[src/rtl/bird_physics_writer.sv]
`default_nettype none
// ============================================================================
// Module      : bird_physics_writer
// Description : Bird vertical physics (gravity, flap, ceiling/ground) and the
//               IDLE/PLAY/DEAD game state, updated once per video frame.
// Revision    : 1.0 - initial release
// ============================================================================
module bird_physics_writer #(
    parameter int SCREEN_HEIGHT = 480,
    parameter int BIRD_HEIGHT   = 35,
    parameter int START_Y       = 200,
    parameter int GRAVITY       = 1,
    parameter int FLAP_VELOCITY = 8,
    parameter int MAX_FALL      = 10
) (
    input  logic        clk,
    input  logic        reset_n,
    input  logic        frame_tick,
    input  logic        flap,
    input  logic        collision,
    output logic [31:0] bird_reg,
    output logic        bird_update,
    output logic [1:0]  game_state
);

    localparam logic [1:0] c_IDLE = 2'd0;
    localparam logic [1:0] c_PLAY = 2'd1;
    localparam logic [1:0] c_DEAD = 2'd2;

    localparam logic signed [10:0] c_FLAP_VEL = -$signed(11'(FLAP_VELOCITY));
    localparam logic signed [10:0] c_GRAVITY  = $signed(11'(GRAVITY));
    localparam logic signed [10:0] c_MAX_FALL = $signed(11'(MAX_FALL));
    localparam logic signed [10:0] c_GROUND   = $signed(11'(SCREEN_HEIGHT - BIRD_HEIGHT));
    localparam logic [8:0]         c_GROUND_Y = 9'(SCREEN_HEIGHT - BIRD_HEIGHT - 1);
    localparam logic [8:0]         c_START_Y  = 9'(START_Y);

    logic [1:0] r_state;
    logic [8:0] r_y;
    logic [7:0] r_vel;
    logic       r_flap_q;
    logic       r_pending;
    logic       r_update;

    logic                w_rise;
    logic signed [10:0]  w_vel_ext;
    logic signed [10:0]  w_grav;
    logic signed [10:0]  w_fall;
    logic signed [10:0]  w_vel_n;
    logic signed [10:0]  w_ny;

    assign w_rise    = flap & ~r_flap_q;
    assign w_vel_ext = $signed({{3{r_vel[7]}}, r_vel});
    assign w_grav    = w_vel_ext + c_GRAVITY;
    assign w_fall    = (w_grav > c_MAX_FALL) ? c_MAX_FALL : w_grav;
    // A flap rising on the tick cycle itself still counts for that tick.
    assign w_vel_n   = (r_pending | w_rise) ? c_FLAP_VEL : w_fall;
    assign w_ny      = $signed({2'b00, r_y}) + w_vel_n;

    always_ff @(posedge clk) begin
        if (!reset_n) begin
            r_state   <= c_IDLE;
            r_y       <= c_START_Y;
            r_vel     <= 8'd0;
            r_flap_q  <= 1'b0;
            r_pending <= 1'b0;
            r_update  <= 1'b0;
        end else begin
            r_flap_q <= flap;
            r_update <= 1'b0;
            case (r_state)
                c_IDLE: begin
                    if (w_rise) begin
                        r_state <= c_PLAY;
                        r_vel   <= c_FLAP_VEL[7:0];
                    end
                end
                c_PLAY: begin
                    if (collision) begin
                        r_state <= c_DEAD;
                    end else if (frame_tick) begin
                        r_pending <= 1'b0;
                        r_update  <= 1'b1;
                        if (w_ny < 11'sd0) begin
                            r_y   <= 9'd0;
                            r_vel <= 8'd0;
                        end else if (w_ny >= c_GROUND) begin
                            r_y     <= c_GROUND_Y;
                            r_vel   <= 8'd0;
                            r_state <= c_DEAD;
                        end else begin
                            r_y   <= w_ny[8:0];
                            r_vel <= w_vel_n[7:0];
                        end
                    end else if (w_rise) begin
                        r_pending <= 1'b1;
                    end
                end
                c_DEAD: begin
                    if (w_rise) begin
                        r_state   <= c_IDLE;
                        r_y       <= c_START_Y;
                        r_vel     <= 8'd0;
                        r_pending <= 1'b0;
                        r_update  <= 1'b1;
                    end
                end
                default: begin
                    r_state <= c_IDLE;
                end
            endcase
        end
    end

    assign bird_reg    = {23'd0, r_y};
    assign bird_update = r_update;
    assign game_state  = r_state;

endmodule
`default_nettype wire

[config.mk]
export PLATFORM = sky130hd
export DESIGN_NAME = bird_physics_writer
export DESIGN_NICKNAME = d
export VERILOG_FILES = /design/src/rtl/bird_physics_writer.sv
export SDC_FILE = /design/constraint.sdc
export NUM_CORES = 1
export LEC_CHECK = 0
export BUFFER_PORTS_ARGS = -buffer_cell sky130_fd_sc_hd__clkbuf_2
export CAP_MARGIN = 5
export CORE_ASPECT_RATIO = 0.7
export CORE_UTILIZATION = 27
export DETAILED_ROUTE_END_ITERATION = 10
export GPL_TIMING_DRIVEN = 0
export PLACE_DENSITY_LB_ADDON = 0.25
export SETUP_SLACK_MARGIN = 0.2
export SLEW_MARGIN = 20
export SYNTH_ARGS = -nofsm -noshare
export SYNTH_HDL_FRONTEND = slang
export SYNTH_SLANG_ARGS = --single-unit
[constraint.sdc]
create_clock -name clk -period 4.92 [get_ports clk]
set_input_delay 0 -clock clk [delete_from_list [all_inputs] [get_ports clk]]
set_output_delay 0 -clock clk [all_outputs]
set_load 0.02 [all_outputs]
==> results.cfg <==
[worst_setup_path]
path_class = flip-flop to flip-flop
path_delay_family = compound AO/OA/AOI/OAI gates
r2r_slack_ns = 0.49
crit_fanout = 10
path_cells = ha_1 > nand4_1 > nand4_1 > o21a_1 > o31ai_1 > a31oi_2 > nor2_1 > ha_1 > inv_1 > fa_1 > nor2b_4 > o2111ai_2 > nand3b_2 > xor2_2 > a41oi_1 > or3_1 > buf_6 > a21bo_4 > a311oi_1
r2r-end = r_y[8]
crit_path_start = r_vel[0]
r2r_start = r_vel[0]
cp.arrival_ns = 4.60
slowest_stage = fa_1
rr_worst_depth = 19
critPathLaunchType = flip-flop
crit_buf_inv = 2
cpPeakStageDelay_ns = 0.43
crit_required_ns = 5.09
end_kind = flip-flop

[route]
first_pass_iters = 5
vias = 1899
route.met3.wl_um = 189
ant_nets = 0
routed_wl_mm = 5.09
met2_length_mm = 1.95
top_layer_used = met4
wire_per_inst_um = 12.6
viasPerCell = 4.71
drc = 0
wirelength_met1_mm = 2.93
drt_iter0_drc = 99

[timing]
rsz0062_at_grt = yes
fmax_mhz = 226
tightest_slew_ns = 0.622
hold_viol_final = 0
skew_ns = 0.00384
slew_headroom = 0.583
setup_slack_ns = 0.490
finalSetupViolCount = 0
final_max_slew_viol_count = 0
timing.hold.ws_ns = 0.0964
period_minus_slack_ns = 4.43
fin_crit_sh = 0.900
setup-tns-final_ns = 0

[power]
ir_worst_vdd_mv = 0.289
switching_power_w = 0.000750
leakagePower_nw = 1.05
combPwrFrac = 0.725
clockPowerShare = 0.078
internal_power_w = 0.000734
pwr-share-seq = 0.197
p_sw_frac = 0.505
power_density_nw_per_um2 = 607

[global_routing]
grt_pass1_wl_mm = 8.25
grt_max_degree = 12
grt-ovfl-total = 0
grt_use_total = 0.134
antenna_found_initial = 0
grt_pass1_vias = 1660

[synth]
synthArstFlopShare = 0
yosysSeqAreaShare = 0.216
yosys.area_share.simple = 0.227
synth.area.mux_share = 0
synth_cell_type_count = 60
synth_warnings = 0
syn_area_um2 = 2040
synth_compound_area_frac = 0.257
yosys_register_bits = 22
synth_edf_count = 0
synthXorXnorAreaFrac = 0.0590
synthCells = 258
synth.avg_cell_area_um2 = 7.90
synth_top_family_by_area = compound AO/OA/AOI/OAI gates
synth-main-ff-cell = dfxtp_1
synth_fa_ha_area_frac = 0.108

[clock_network]
cts_buffers = 3
cts-root-buf = clkbuf_8
cts.sinks = 22
cts_max_level = 1
insertion_delay_ns = 0.26
clk_path_buf_depth = 2
cts_tree = yes
clk_pin_slew_ns = 0.08

[finish]
final_util = 0.335
diodes = 0
fin_cells = 403
area_growth_pct = 20.0
num-nets-final = 329
drive_gt1_frac = 0.230

[placement]
place_hpwl_mm = 4.05
port_buffers = 16
dpl_worst_slack_ns = 0.379
gp_congestion = 0.816
dp.cells = 394

[floorplanning]
die_h_um = 74.7
ios = 40
initial_utilization = 0.280
num_rows = 26
core_area_um2 = 7290
dieArea_um2 = 7900
die_width_um = 106

[min_path]
hp-start = frame_tick
hold_path_depth = 3
hold_path.class = input port to flip-flop
min_to = bird_update

[job]
max_cap_violations = 0

[outcome]
status = finished, final reports clean
## synth_stat cells, drive strengths merged, types with 2 or more instances
| master | count | share of area |
|---|---|---|
| nand3 | 5 | 0.015 |
| o211ai | 2 | 0.0074 |
| nor2 | 25 | 0.046 |
| nor3 | 4 | 0.012 |
| dfxtp | 22 | 0.22 |
| a2111oi | 3 | 0.013 |
| and4 | 2 | 0.0086 |
| xor2 | 4 | 0.021 |
| xnor2 | 8 | 0.038 |
| a21oi | 19 | 0.050 |
| ha | 16 | 0.098 |
| o21a | 2 | 0.0074 |
| nor2b | 5 | 0.019 |
| clkbuf | 5 | 0.0098 |
| nand2 | 23 | 0.042 |
| a41oi | 2 | 0.018 |
| a32oi | 2 | 0.0086 |
| nand4 | 6 | 0.018 |
| inv | 16 | 0.029 |
| o21bai | 4 | 0.017 |
| and2 | 6 | 0.020 |
| buf | 24 | 0.090 |
| or3 | 3 | 0.0092 |
| a31oi | 7 | 0.021 |
| nand2b | 6 | 0.018 |
| a211oi | 3 | 0.014 |
| a311oi | 2 | 0.012 |
| o22ai | 4 | 0.012 |
| o21ai | 11 | 0.027 |
## placed cells by master (no fill, tap or decap), types with 3 or more instances in the layout
master | Yosys | routed
o21ai_0 | 10 | 10
a31oi_1 | 7 | 6
nand2b_1 | 6 | 6
clkbuf_2 | 1 | 17
nor2_1 | 25 | 25
nand3_1 | 4 | 4
clkbuf_1 | 4 | 4
xnor2_1 | 7 | 7
or3_1 | 3 | 3
clkbuf_8 | 0 | 3
dfxtp_1 | 22 | 22
nand2_1 | 23 | 23
a21oi_1 | 17 | 17
and2_1 | 5 | 5
nand4_1 | 6 | 6
conb_1 | 1 | 23
buf_4 | 23 | 28
ha_1 | 16 | 16
o22ai_1 | 4 | 3
nor2b_1 | 4 | 4
o21bai_1 | 3 | 3
inv_1 | 16 | 16
## power by group through the flow
stage / clock (W) / combinational (W) / sequential [W]
floorplan: 0 / 0.000732 / 0.000317
global placement: 0 / 0.000976 / 0.000296
detailed placement: 0 / 0.000979 / 0.000297
CTS: 0.000121 / 0.000985 / 0.000292
global route: 0.000128 / 0.00120 / 0.000300
finish: 0.000116 / 0.00108 / 0.000293
## worst max-delay path by stage
stage,end,depth (start not counted),slack [ns]
finish,r_y[8],19,0.49
global placement,r_vel[6],17,0.42
global route,r_vel[6],17,0.11
detailed placement,r_vel[6],17,0.38
CTS,r_vel[6],17,0.36
floorplan,r_y[8],20,1.14
## kinds of logic (layout without fill, tap and decap cells)
group | Yosys count | in the layout
compound gates | 71 | 71
fa+ha+maj | 17 | 17
flops | 22 | 22
xor+xnor | 12 | 12
simple gates | 89 | 89
other cells | 1 | 23
buf+inv | 46 | 71
## routing by layer
metal	global-route usage	vias up
met5	0	-
met4	0.0139	0
met3	0.0260	2
met2	0.196	44
met1	0.207	885
li1	-	968
## registers in the layout, summed over array words and instances, names as in the netlist
| register | count |
|---|---|
| r_flap_q | 1 |
| r_y | 9 |
| game_state | 2 |
| r_pending | 1 |
| r_vel | 8 |
| bird_update | 1 |
## stage by stage
stage / power, W / area, µm²
5_1_grt: 0.00163 / 2440
3_5_place_dp: 0.00128 / 2320
4_1_cts: 0.00140 / 2370
2_1_floorplan: 0.00105 / 2120
6_report: 0.00148 / 2440
3_3_place_gp: 0.00127 / 2320
## layout make-up
class / count / area (µm²)
buffer: 29 / 204
clock buffer: 3 / 41.3
fill: 818 / 4840
inverter: 17 / 63.8
multi-input combinational: 212 / 1440
sequential: 22 / 440
tap: 98 / 123
timing repair buffer: 22 / 128
## tightest hold or removal path, cell delays in order
cell and delay [ns]:
clkbuf_2 0.14, a22oi_1 0.08, nor2_1 0.10
## timing repair
item                       in CTS  in global routing
buffers inserted                0                  5
hold buffers                    1                  0
resized for setup               0                  5
setup endpoints to repair       0                 18
hold endpoints to repair        1                  0
(Power assumes the default switching activity.)
